===== src/rtl/nn_out_axis_serializer.sv =====
// Serializes a packed output vector onto an AXI-Stream master, one neuron per beat,
// with a one-deep pending buffer. Optional argmax trailer beat: define NN_OUT_ARGMAX_EN.
module nn_out_axis_serializer #(
    parameter int NUM_NEURONS = 10,
    parameter int DATA_WIDTH  = 16,
    parameter int CNT_WIDTH   = 16
) (
    input  logic                              s_axi_aclk,
    input  logic                              s_axi_aresetn,
    input  logic                              in_valid,
    input  logic [NUM_NEURONS*DATA_WIDTH-1:0] in_data,
    output logic [DATA_WIDTH-1:0]             m_axis_tdata,
    output logic                              m_axis_tvalid,
    input  logic                              m_axis_tready,
    output logic                              m_axis_tlast,
    output logic                              busy,
    output logic                              overflow,
    output logic [CNT_WIDTH-1:0]              drop_count,
    input  logic                              clear_overflow
);

    localparam int unsigned VEC_W = NUM_NEURONS * DATA_WIDTH;
`ifdef NN_OUT_ARGMAX_EN
    localparam int unsigned FRAME_BEATS = NUM_NEURONS + 1;
`else
    localparam int unsigned FRAME_BEATS = NUM_NEURONS;
`endif
    localparam int unsigned LAST_IDX = FRAME_BEATS - 1;
    localparam int IDX_W = (FRAME_BEATS > 1) ? $clog2(FRAME_BEATS) : 1;

    typedef enum logic {IDLE, SEND} state_t;

    state_t               state;
    logic [VEC_W-1:0]     act_buf, pend_buf;
    logic [DATA_WIDTH-1:0] act_amax, pend_amax, in_amax;
    logic                 pend_full;
    logic [IDX_W-1:0]     idx, idx_nxt;
    logic                 hs, last_hs, drop;

    // Beats past the last neuron carry the stored argmax index.
    function automatic logic [DATA_WIDTH-1:0] beat_of(input logic [VEC_W-1:0] vec,
                                                      input logic [DATA_WIDTH-1:0] amax,
                                                      input int unsigned i);
        if (i >= NUM_NEURONS) return amax;
        return vec[i*DATA_WIDTH +: DATA_WIDTH];
    endfunction

`ifdef NN_OUT_ARGMAX_EN
    // Strict greater-than keeps the lowest index on ties.
    function automatic logic [DATA_WIDTH-1:0] argmax_of(input logic [VEC_W-1:0] vec);
        logic signed [DATA_WIDTH-1:0] best;
        int unsigned best_i;
        best   = vec[DATA_WIDTH-1:0];
        best_i = 0;
        for (int unsigned k = 1; k < NUM_NEURONS; k++) begin
            if ($signed(vec[k*DATA_WIDTH +: DATA_WIDTH]) > best) begin
                best   = vec[k*DATA_WIDTH +: DATA_WIDTH];
                best_i = k;
            end
        end
        return DATA_WIDTH'(best_i);
    endfunction

    assign in_amax = argmax_of(in_data);
`else
    assign in_amax = '0;
`endif

    assign hs      = m_axis_tvalid & m_axis_tready;
    assign last_hs = hs & m_axis_tlast;
    assign drop    = (state == SEND) & in_valid & pend_full & ~last_hs;
    assign idx_nxt = idx + 1'b1;
    assign busy    = (state == SEND) | pend_full;

    always_ff @(posedge s_axi_aclk or negedge s_axi_aresetn) begin
        if (!s_axi_aresetn) begin
            state         <= IDLE;
            act_buf       <= '0;
            pend_buf      <= '0;
            act_amax      <= '0;
            pend_amax     <= '0;
            pend_full     <= 1'b0;
            idx           <= '0;
            m_axis_tdata  <= '0;
            m_axis_tvalid <= 1'b0;
            m_axis_tlast  <= 1'b0;
            overflow      <= 1'b0;
            drop_count    <= '0;
        end else begin
            case (state)
                IDLE: begin
                    if (in_valid) begin
                        act_buf       <= in_data;
                        act_amax      <= in_amax;
                        idx           <= '0;
                        state         <= SEND;
                        m_axis_tvalid <= 1'b1;
                        m_axis_tdata  <= beat_of(in_data, in_amax, 0);
                        m_axis_tlast  <= (LAST_IDX == 0);
                    end
                end
                SEND: begin
                    if (last_hs) begin
                        idx          <= '0;
                        m_axis_tlast <= (LAST_IDX == 0);
                        if (pend_full) begin
                            // Pending promotes with no bubble; a coincident vector refills pending.
                            act_buf      <= pend_buf;
                            act_amax     <= pend_amax;
                            m_axis_tdata <= beat_of(pend_buf, pend_amax, 0);
                            if (in_valid) begin
                                pend_buf  <= in_data;
                                pend_amax <= in_amax;
                            end else begin
                                pend_full <= 1'b0;
                            end
                        end else if (in_valid) begin
                            act_buf      <= in_data;
                            act_amax     <= in_amax;
                            m_axis_tdata <= beat_of(in_data, in_amax, 0);
                        end else begin
                            state         <= IDLE;
                            m_axis_tvalid <= 1'b0;
                            m_axis_tlast  <= 1'b0;
                            m_axis_tdata  <= '0;
                        end
                    end else begin
                        if (hs) begin
                            idx          <= idx_nxt;
                            m_axis_tdata <= beat_of(act_buf, act_amax, 32'(idx_nxt));
                            m_axis_tlast <= (idx_nxt == IDX_W'(LAST_IDX));
                        end
                        if (in_valid && !pend_full) begin
                            pend_buf  <= in_data;
                            pend_amax <= in_amax;
                            pend_full <= 1'b1;
                        end
                    end
                end
                default: state <= IDLE;
            endcase

            if (drop) begin
                overflow <= 1'b1;
                if (clear_overflow)   drop_count <= CNT_WIDTH'(1);
                else if (!(&drop_count)) drop_count <= drop_count + 1'b1;
            end else if (clear_overflow) begin
                overflow   <= 1'b0;
                drop_count <= '0;
            end
        end
    end

endmodule


===== config.mk =====
export PLATFORM = sky130hd
export DESIGN_NAME = nn_out_axis_serializer
export DESIGN_NICKNAME = d
export VERILOG_FILES = /design/src/rtl/nn_out_axis_serializer.sv
export SDC_FILE = /design/constraint.sdc
export NUM_CORES = 1
export LEC_CHECK = 0
export ABC_AREA = 1
export BUFFER_PORTS_ARGS = -buffer_cell sky130_fd_sc_hd__buf_4
export CAP_MARGIN = 25
export CORE_UTILIZATION = 45
export CTS_BUF_LIST = sky130_fd_sc_hd__clkbuf_8 sky130_fd_sc_hd__clkbuf_16
export DETAILED_ROUTE_END_ITERATION = 8
export PLACE_DENSITY = 0.7
export SETUP_SLACK_MARGIN = 0.4
export SLEW_MARGIN = 20
export SYNTH_ARGS = -nofsm -noshare
export SYNTH_HDL_FRONTEND = slang
export SYNTH_SLANG_ARGS = --single-unit

===== constraint.sdc =====
create_clock -name s_axi_aclk -period 4.6 [get_ports s_axi_aclk]
set_clock_uncertainty 0.05 [all_clocks]
set_input_delay 0 -clock s_axi_aclk [delete_from_list [all_inputs] [get_ports s_axi_aclk]]
set_output_delay 0 -clock s_axi_aclk [all_outputs]
set_load 0.02 [all_outputs]

==> results.md, run 1 <==
- The relative slew slack is 27.2%.
- Once detail routing completed, the nets flagged for antenna violations numbered 0.
- The biggest cell delay along the critical path is 0.73 ns.
- The startpoint identified for the worst register-to-register timing path is state.
- The global-route wire length before repair is 96400 µm.
- Across all register-to-register paths, the minimum setup slack is 1.73 ns.
- The fraction of registers with async set or reset after synthesis is 100%.
- For the worst flop-to-flop path, the logic depth is 5.
- The path class of the tightest hold or removal check is in2async.
- The synthesized instance count is 2173.
- The number of setup buffers added after CTS is 0.
- The synthesized netlist devotes 0.395% of its cell area to adder and majority cells.
- The number of DRC markers after the initial detailed-route iteration is 1494.
- The worst path in the final design needs a cycle of 2.87 ns, including I/O delays and setup.
- Power comes to 0.0159 W.
- The first detailed-routing pass took 6 iterations.
- The leakage power figure is 11.6 nW.
- The netlist uses 33 different library cells.
- The critical path goes through nand2_4 -> inv_4 -> buf_4 -> nand2_1 -> a32oi_1.
- The synthesized-area fraction occupied by ao, oa, aoi and oai cells is 14.3%.
- The number of buffers added on ports is 200.
- In this run the mean area of a mapped cell was 8.75 µm².
- The gate family responsible for the most delay along the worst path is buffers and inverters.
- The starting density of the core is 46.1%.
- After legalization and detailed placement, the total HPWL measured 38500 µm.
- The pin count of the biggest net entering global routing is 121.
- The via count of the first global-routing pass was 17000.
- The master of the slowest instance on the critical path is sky130_fd_sc_hd__inv_4.
- The basic-gate share of the synthesized area counting and, or, nand and nor cells is 17.0%.
- The internal portion of the total power is 0.00936 W.
- Buffers inserted during clock tree synthesis total 43.
- The mux share of post-synthesis cell area is 10.1%.
- The area share of xor/xnor cells in the synthesized design is 0.0921%.
- In the synthesized netlist the dominant register cell turns out to be sky130_fd_sc_hd__dfrtp_1.
- Across all hold checks on the routed design, the worst slack comes to 0.0469 ns.
- The switching component of the power is 0.00657 W.
- IR analysis of the VDD net gives a maximum drop of 0.414 mV.
- Along the worst path, the maximum fanout reaches 87.
- The worst register-to-register path ends at act_buf[88].
- In the final layout, the share of cells above drive strength 1 is 17.4%.
- The power per standard cell area is 672 nW/µm².
- The length of routed met3 wiring is 4060 µm.
- The library cell with the highest instance count after synthesis is sky130_fd_sc_hd__nand2_1.
- The count of vias placed by the detailed router is 16800.
- The clock sink count is 377.
- Adding up every negative setup slack in the final design gives 0 ns.
- Dividing the final minimum period by the clock period gives 62.4%.
- At the later pin of the worst-skew pair, clock insertion delay measures 0.57 ns.
- During I/O placement, the number of pins put on the boundary was 201.
- The synthesized design spends more area on one cell type than any other, namely sky130_fd_sc_hd__dfrtp_1.
- Net switching is 41.2% of the power.
- For this run, design rule violations remaining after detail routing come to 0.
- The net count after synthesis is 2344.
- Yosys mapped a number of flops with a built-in enable equal to 0.
- The sequential share of power is 34.7%.
- The met1 routed wirelength after detailed routing is 26100 µm.
- The arrival time of data at the critical path endpoint is 3.29 ns.
- The number of buffer and inverter stages on the critical path is 2.
- The number of antenna violations at the first check in global routing was 1.
- The critical path startpoint category is a register.
- The worst setup path is captured at a register.
- The quantity of gates resized following cts is 0.
- The combinational power share is 44.7%.
- Setup violations remaining at the end of the flow were counted as 0.
- The final count of pins violating max slew is 0.
- The average routed wire per standard cell is 20.3 µm.
- The clock network is responsible for 20.6% of the overall power.
- After synthesis, the cell types taking the most area are sky130_fd_sc_hd__dfrtp_1, sky130_fd_sc_hd__nand2_1, sky130_fd_sc_hd__mux2_4.
- The H-tree generated during clock tree synthesis spans 2 levels.
- The root buffer selected by CTS is sky130_fd_sc_hd__clkbuf_16.
- The clock-pin slew on the worst setup and hold paths is 0.06 ns.
- The maximum operating frequency is 348 MHz.
- Yosys printed 0 warnings.
- After synthesis, flip-flops and latches occupy 49.6% of the total area.
- The net count of the finished layout is 2619.
- The placeable core region is 41300 µm².
- The die span in y is 208 µm.
- For the pin with the worst max-slew slack, the measured transition is 1.09 ns.
- The area enclosed by the die boundary is 43100 µm².
- At the worst endpoint, the required time is 5.02 ns.
- The final layout contains routed wiring with a total length of 61000 µm.
- The synthesized cell area is 19000 µm².
- The total grt overflow is 0.
- Counting flops and latches in the post-synthesis netlist gives 377.
- The flow ran to the end, and the final reports show no timing, DRC or antenna violations.
- The clock passes through at most 3 buffers.
- The critical path is of the reg2reg type.
- Across the run, the number of max-cap violations was 0.
- The wire length on met2 is 27900 µm.
- The final hold violation count is 0.
- The routability congestion estimate from global placement is 0.944.
- The area added between synthesis and finish is 24.6%.
- The top routing layer in use is met4.
- Across all setup checks in the final design, the least slack found is 1.73 ns.
- In the routed layout, each cell is associated on average with a via count of 5.60.
- The number of placement rows is 74.
- Setup repair after global routing left no endpoint under its margin.
- The overall routing resource usage is 28.4%.
- The share of synthesized area in the top cell type comes to 49.6%.
- The die extent in x is 208 µm.
- By area, the combinational part of the netlist is dominated by simple AND/OR/NAND/NOR gates.
- The CTS tree is yes.
- At the placement stage, the worst setup path has a slack of 1.84 ns.
- The commonest cells after synthesis are sky130_fd_sc_hd__nand2_1, sky130_fd_sc_hd__dfrtp_1, sky130_fd_sc_hd__inv_1.
[final cells by class]
class                      count  area [µm²]
inverter                     231         871
clock buffer                  48        1170
antenna                        1        2.50
fill                        3564       17600
timing repair buffer         388        3390
multi-input combinational   1407        8010
sequential                   377        9440
clock inverter                25         158
tap                          532         666
[what timing repair did]
action | in CTS | in global routing
hold buffers | 163 | 0
setup endpoints to repair | 0 | 0
hold endpoints to repair | 470 | 0
[kinds of logic after synthesis]
| logic type | after synthesis |
|---|---|
| AO/OA/AOI/OAI | 448 |
| XOR/XNOR | 2 |
| adder cells (fa/ha/maj) | 6 |
| buffers and inverters | 389 |
| flip-flops | 377 |
| multiplexers | 144 |
| AND/OR/NAND/NOR | 807 |
[power by group through the flow]
stage	registers [W]	logic [W]	clock network [W]
global route	0.00567	0.00783	0.00343
CTS	0.00550	0.00698	0.00332
finish	0.00553	0.00711	0.00328
floorplan	0.00536	0.00493	0
global placement	0.00549	0.00672	0
detailed placement	0.00554	0.00684	0
[through the flow]
step	instances	instance area (µm²)	utilization (%)
4_1_cts	3005	23600	57.3
6_report	3009	23700	57.4
3_5_place_dp	2769	20700	50.1
2_1_floorplan	2173	19000	-
3_3_place_gp	2769	20700	50.1
5_1_grt	3009	23700	57.4
[placed cells by master (no fill, tap or decap), types with 2 or more instances in the layout]
cell                            netlist  final
sky130_fd_sc_hd__nand2_1            558    554
sky130_fd_sc_hd__mux2_4              81     81
sky130_fd_sc_hd__nand2_4              1      5
sky130_fd_sc_hd__o21ai_0            210    210
sky130_fd_sc_hd__xor2_1               2      2
sky130_fd_sc_hd__o22ai_1              2      2
sky130_fd_sc_hd__ha_1                 6      6
sky130_fd_sc_hd__clkinv_2             0      8
sky130_fd_sc_hd__nand3_1            127    127
sky130_fd_sc_hd__dlygate4sd3_1        0    163
sky130_fd_sc_hd__nor3_1               6      6
sky130_fd_sc_hd__inv_1              221    232
sky130_fd_sc_hd__a31oi_1             32     32
sky130_fd_sc_hd__mux2_1              16     16
sky130_fd_sc_hd__a32oi_1            112    112
sky130_fd_sc_hd__nor2_1             102    102
sky130_fd_sc_hd__mux2_2              47     47
sky130_fd_sc_hd__o211ai_1             2      2
sky130_fd_sc_hd__clkbuf_16            0     45
sky130_fd_sc_hd__buf_4                5    218
sky130_fd_sc_hd__clkinvlp_4           0      2
sky130_fd_sc_hd__buf_12               0      3
sky130_fd_sc_hd__buf_8                0      4
sky130_fd_sc_hd__clkbuf_8             0      3
sky130_fd_sc_hd__o21ai_1             31     31
sky130_fd_sc_hd__nand4_1             10     10
sky130_fd_sc_hd__a21oi_1             55     55
sky130_fd_sc_hd__dfrtp_1            377    376
sky130_fd_sc_hd__inv_2               10      8
sky130_fd_sc_hd__clkinv_1             0      2
[flip-flops by register name (all words and copies together) (netlist names)]
register and cells:
act_buf 160, pend_buf 160, act_amax 16, drop_count 16, m_axis_tdata 16, idx 4
m_axis_tlast 1, m_axis_tvalid 1, overflow 1, pend_full 1, state 1
[routing by layer]
layer / vias up / GRT usage, %
met5: - / 0
met4: 0 / 13.9
met3: 156 / 4.10
met2: 706 / 44.4
met1: 8211 / 38.8
li1: 7772 / -
[worst max-delay path by stage]
stage	startpoint	to	slack, ns	cells past startpoint
global route	idx[0]	m_axis_tdata[5]	1.45	14
detailed placement	idx[0]	m_axis_tdata[1]	1.84	13
CTS	idx[0]	m_axis_tdata[5]	1.81	13
global placement	idx[0]	m_axis_tdata[6]	1.88	13
floorplan	idx[0]	m_axis_tdata[0]	2.20	17
finish	state	act_buf[88]	1.73	5
[worst register-to-register path, stage by stage (launching register included)]
cell and delay, ns:
sky130_fd_sc_hd__dfrtp_1 0.53, sky130_fd_sc_hd__nand2_4 0.27, sky130_fd_sc_hd__inv_4 0.73, sky130_fd_sc_hd__buf_4 0.68, sky130_fd_sc_hd__nand2_1 0.21, sky130_fd_sc_hd__a32oi_1 0.32
Power figures use the tool's default switching activity.
==> run 2: changes to the inputs <==
--- a/config.mk
+++ b/config.mk
@@ -5,7 +5,7 @@
 export SDC_FILE = /design/constraint.sdc
 export NUM_CORES = 1
 export LEC_CHECK = 0
-export ABC_AREA = 1
+export ABC_AREA = 0
 export BUFFER_PORTS_ARGS = -buffer_cell sky130_fd_sc_hd__buf_4
 export CAP_MARGIN = 25
 export CORE_UTILIZATION = 45
==> constraint.sdc (replaced) <==
create_clock -name s_axi_aclk -period 2.68 [get_ports s_axi_aclk]
set_clock_uncertainty 0.05 [all_clocks]
set_input_delay 0 -clock s_axi_aclk [delete_from_list [all_inputs] [get_ports s_axi_aclk]]
set_output_delay 0 -clock s_axi_aclk [all_outputs]
set_load 0.02 [all_outputs]
==> results.md, run 2 <==
- The post-placement cell area is 19800 µm² (-4.5%).
- The largest buffer count on any clock path is 3 (unchanged).
- The number of buffers added on ports is 200 (unchanged).
- By area the synthesized netlist is led by sky130_fd_sc_hd__dfrtp_1, sky130_fd_sc_hd__mux2_4, sky130_fd_sc_hd__o22ai_1.
- The number of placement rows came to 71 (-4.1%).
- The arrival time of data at the critical path endpoint is 2.61 ns (-0.68 ns).
- The antenna diode count is 0 (-1).
- The die span in y is 199 µm (-4.0%).
- The starting density of the core is 46.1% (about the same).
- The area enclosed by the die boundary is 39700 µm² (-7.8%).
- The beginning of the critical path is idx[0].
- The number of buffers inserted during clock tree synthesis is 41 (-4.7%).
- The via count of the first global-routing pass came to 14200 (-16%).
- The overall routing resource usage came to 26.2% (-2.2 points).
- The highest fanout seen on the critical path is 16 (-82%).
- The worst setup path is launched from a register.
- The fraction of final layout cells with drive strength greater than 1 is 28.9% (+11 points).
- The post-detailed-route count of antenna-violating nets is 0 (unchanged).
- The placeable core region is 38000 µm² (-7.9%).
- The number of filler instances in the final layout is 3060 (-14%).
- The number of DRC markers after the initial detailed-route iteration is 1246 (-17%).
- The path class of the tightest hold or removal check is in2async.
- The endpoint kind of the worst setup timing path is a register.
- The worst-margin pin slew is 0.685 ns (-0.407 ns).
- The synthesized instance count is 1511 (-30%).
- The checks that failed: negative hold slack.
- The root buffer selected by CTS is sky130_fd_sc_hd__clkbuf_16.
- The relative slew slack was 54.3% (+27 points).
- The total DRC errors in the routed layout is 0 (unchanged).
- The setup TNS after final layout is 0 ns (unchanged).
- Setup repair after global routing could not meet its margin everywhere.
- The fraction of registers with async set or reset after synthesis is 100% (unchanged).
- The placed wire-length estimate after detailed placement is 33700 µm (-13%).
- The biggest cell delay along the critical path was 0.42 ns (-0.31 ns).
- The CTS tree is yes.
- Walking the worst path, the cells encountered are inv_1 -> ha_1 -> buf_6 -> mux4_2 -> inv_1 -> o22ai_1 -> a211oi_1 -> o21ai_1.
- The number of enable-type register cells in the synthesized netlist is 0 (unchanged).
- The count of vias placed by the detailed router is 13900 (-17%).
- The synthesized area divided by synthesized cell count is 11.6 µm² (+33%).
- The worst register-to-register path begins at idx[0].
- The post-synthesis cell type with the largest combined area is sky130_fd_sc_hd__dfrtp_1.
- The power per standard cell area is 781 nW/µm² (+16%).
- The die extent in x is 199 µm (-4.0%).
- The average routed wire per standard cell is 21.7 µm (+6.9%).
- The maximum level of the CTS H-tree came to 2 (unchanged).
- The routability congestion estimate from global placement is 0.923 (-2.2%).
- The pin count of the biggest net entering global routing is 89 (-26%).
- The maximum resistive drop on vdd came to 0.524 mV (+27%).
- The post-layout minimum cycle time is 2.24 ns (-0.631 ns).
- The synthesized cell area is 17500 µm² (-7.8%).
- The final hold violation count is 3 (+3).
- The final wirelength was 51600 µm (-15%).
- By startpoint and endpoint, the worst setup path is classified as reg2reg.
- The final count of pins violating max slew is 0 (unchanged).
- The flow ran to the end, but the final reports show violations.
- The post-route standard cell area excluding fillers is 22800 µm² (-4.0%).
- The total grt overflow is 0 (unchanged).
- The part of the cycle the worst path needs is 83.6% (+21 points).
- The synthesized flop and latch total came to 377 (unchanged).
- The count of boundary I/O pins is 201 (unchanged).
- The hold slack was -0.0170 ns (-0.0639 ns).
- The net count reported at finish is 2020 (-23%).
- In the layout the commonest cells are sky130_fd_sc_hd__dfrtp_1, sky130_fd_sc_hd__buf_4, sky130_fd_sc_hd__o22ai_1.
- The count of TritonRoute iterations in the first routing pass was 7 (+1).
- The master of the slowest instance on the critical path is sky130_fd_sc_hd__dfrtp_2.
- The total setup violations reported at the end of the flow is 0 (unchanged).
- In the final layout, the registers with the most flip-flops are act_buf: 160 flops, pend_buf: 160 flops.
- The global-route wire length before repair is 80200 µm (-17%).
- The commonest cells after synthesis are sky130_fd_sc_hd__dfrtp_1, sky130_fd_sc_hd__nor2_1, sky130_fd_sc_hd__o22ai_1.
- Counting stages on the worst path, the most repeated cell is sky130_fd_sc_hd__inv_1.
- The area added between synthesis and finish is 29.8%.
- The fraction of the yosys area taken by sequential cells is 53.8% (+4.2 points).
- The maximum operating frequency came to 446 MHz (+28%).
- The count of cell types in the netlist was 54 (+64%).
- Yosys instantiated no cell more often than sky130_fd_sc_hd__dfrtp_1.
- The clock sink count is 377 (unchanged).
- The clock-pin slew on the worst setup and hold paths was 0.06 ns (about the same).
- The net count after synthesis is 1682 (-28%).
- The number of maximum-capacitance constraint violations came to 0 (unchanged).
- The leading cell type in the layout, fill and taps excluded is sky130_fd_sc_hd__dfrtp_1.
- The most used flip-flop cell after synthesis is sky130_fd_sc_hd__dfrtp_1.
- The data required time at the worst endpoint came to 3.05 ns (-1.97 ns).
- The clock latency reported for the late side of the worst-skew pair is 0.54 ns (-0.03 ns).
- The number of antenna violations at the first check in global routing is 0 (-1).
- The leakage power figure is 10.1 nW (-13%).
- The area share of the leading cell type in the synthesized netlist is 53.8% (+4.2 points).
- The via density per instance is 5.85 (+4.5%).
- The total of warnings raised by yosys is 0 (unchanged).
-- run 2: cell type report --
cell class                      count  area [µm²]  share of cell area [%]
Sequential cell                   377        9440                    41.5
Clock inverter                     17         135                   0.594
Timing Repair Buffer              417        3860                    17.0
Tap cell                          511         639                    2.81
Inverter                           54         203                   0.891
Multi-Input combinational cell    958        7340                    32.2
Clock buffer                       49        1140                    4.99
-- run 2: worst paths after layout --
kind,endpoint,slack [ns],cells past startpoint
min,pend_buf[71],-0.02,2
max reg2reg,m_axis_tdata[5],0.44,8
min reg2reg,overflow,0.45,1
max in group asynchronous,idx[0],1.64,3
min in group s_axi_aclk,pend_buf[70],0.20,3
max,m_axis_tdata[5],0.44,8
-- run 2: worst max-delay path, delay by kind of cell, from the launching register on --
| kind | cells | cell delay, ns |
|---|---|---|
| AOI/OAI and AO/OA | 3 | 0.52 |
| buffers and inverters | 3 | 0.44 |
| muxes | 1 | 0.35 |
| DFF | 1 | 0.42 |
| adders and majority gates | 1 | 0.33 |
-- run 2: cell families (layout without fill, tap and decap cells) --
kind of cell,after synthesis,in the layout,synth area share (%)
muxes,208,208,17.6
and+or+nand+nor,253,253,6.26
buffers and inverters,177,537,4.75
DFF,377,377,53.8
AOI/OAI and AO/OA,483,484,16.8
adders and majority gates,6,6,0.428
xor gates and xnor gates,7,7,0.350
-- run 2: report_power, final --
group          internal (W)  switching, W
clock               0.00318       0.00228
sequential          0.00648      0.000634
combinational       0.00253       0.00266
total                0.0122       0.00558
-- run 2: timing repair --
item,4_1_cts,5_1_grt
pin swaps,0,0
gates resized for setup,1,9
buffers inserted,3,0
hold buffers,164,0
endpoints found under the setup margin,17,70
gates cloned,1,0
endpoints found under the hold margin,701,0
-- run 2: per-stage QoR --
stage / total power [W] / std cells / util, % / worst slack (ns)
after floorplan: 0.0103 / 1511 / - / 0.403
after global placement: 0.0119 / 2148 / 52.0 / 0.397
after detailed placement: 0.0120 / 2148 / 52.0 / 0.277
after CTS: 0.0177 / 2382 / 59.7 / 0.411
after global routing: 0.0185 / 2383 / 59.8 / 0.375
final: 0.0178 / 2383 / 59.8 / 0.439
-- run 2: layer usage --
metal	GRT usage (%)	vias to the layer above	share of wire (%)
li1	-	6240	-
met1	36.8	7093	43
met2	42.2	530	48
met3	3.86	75	6.2
met4	7.61	0	2.4
met5	0	-	0
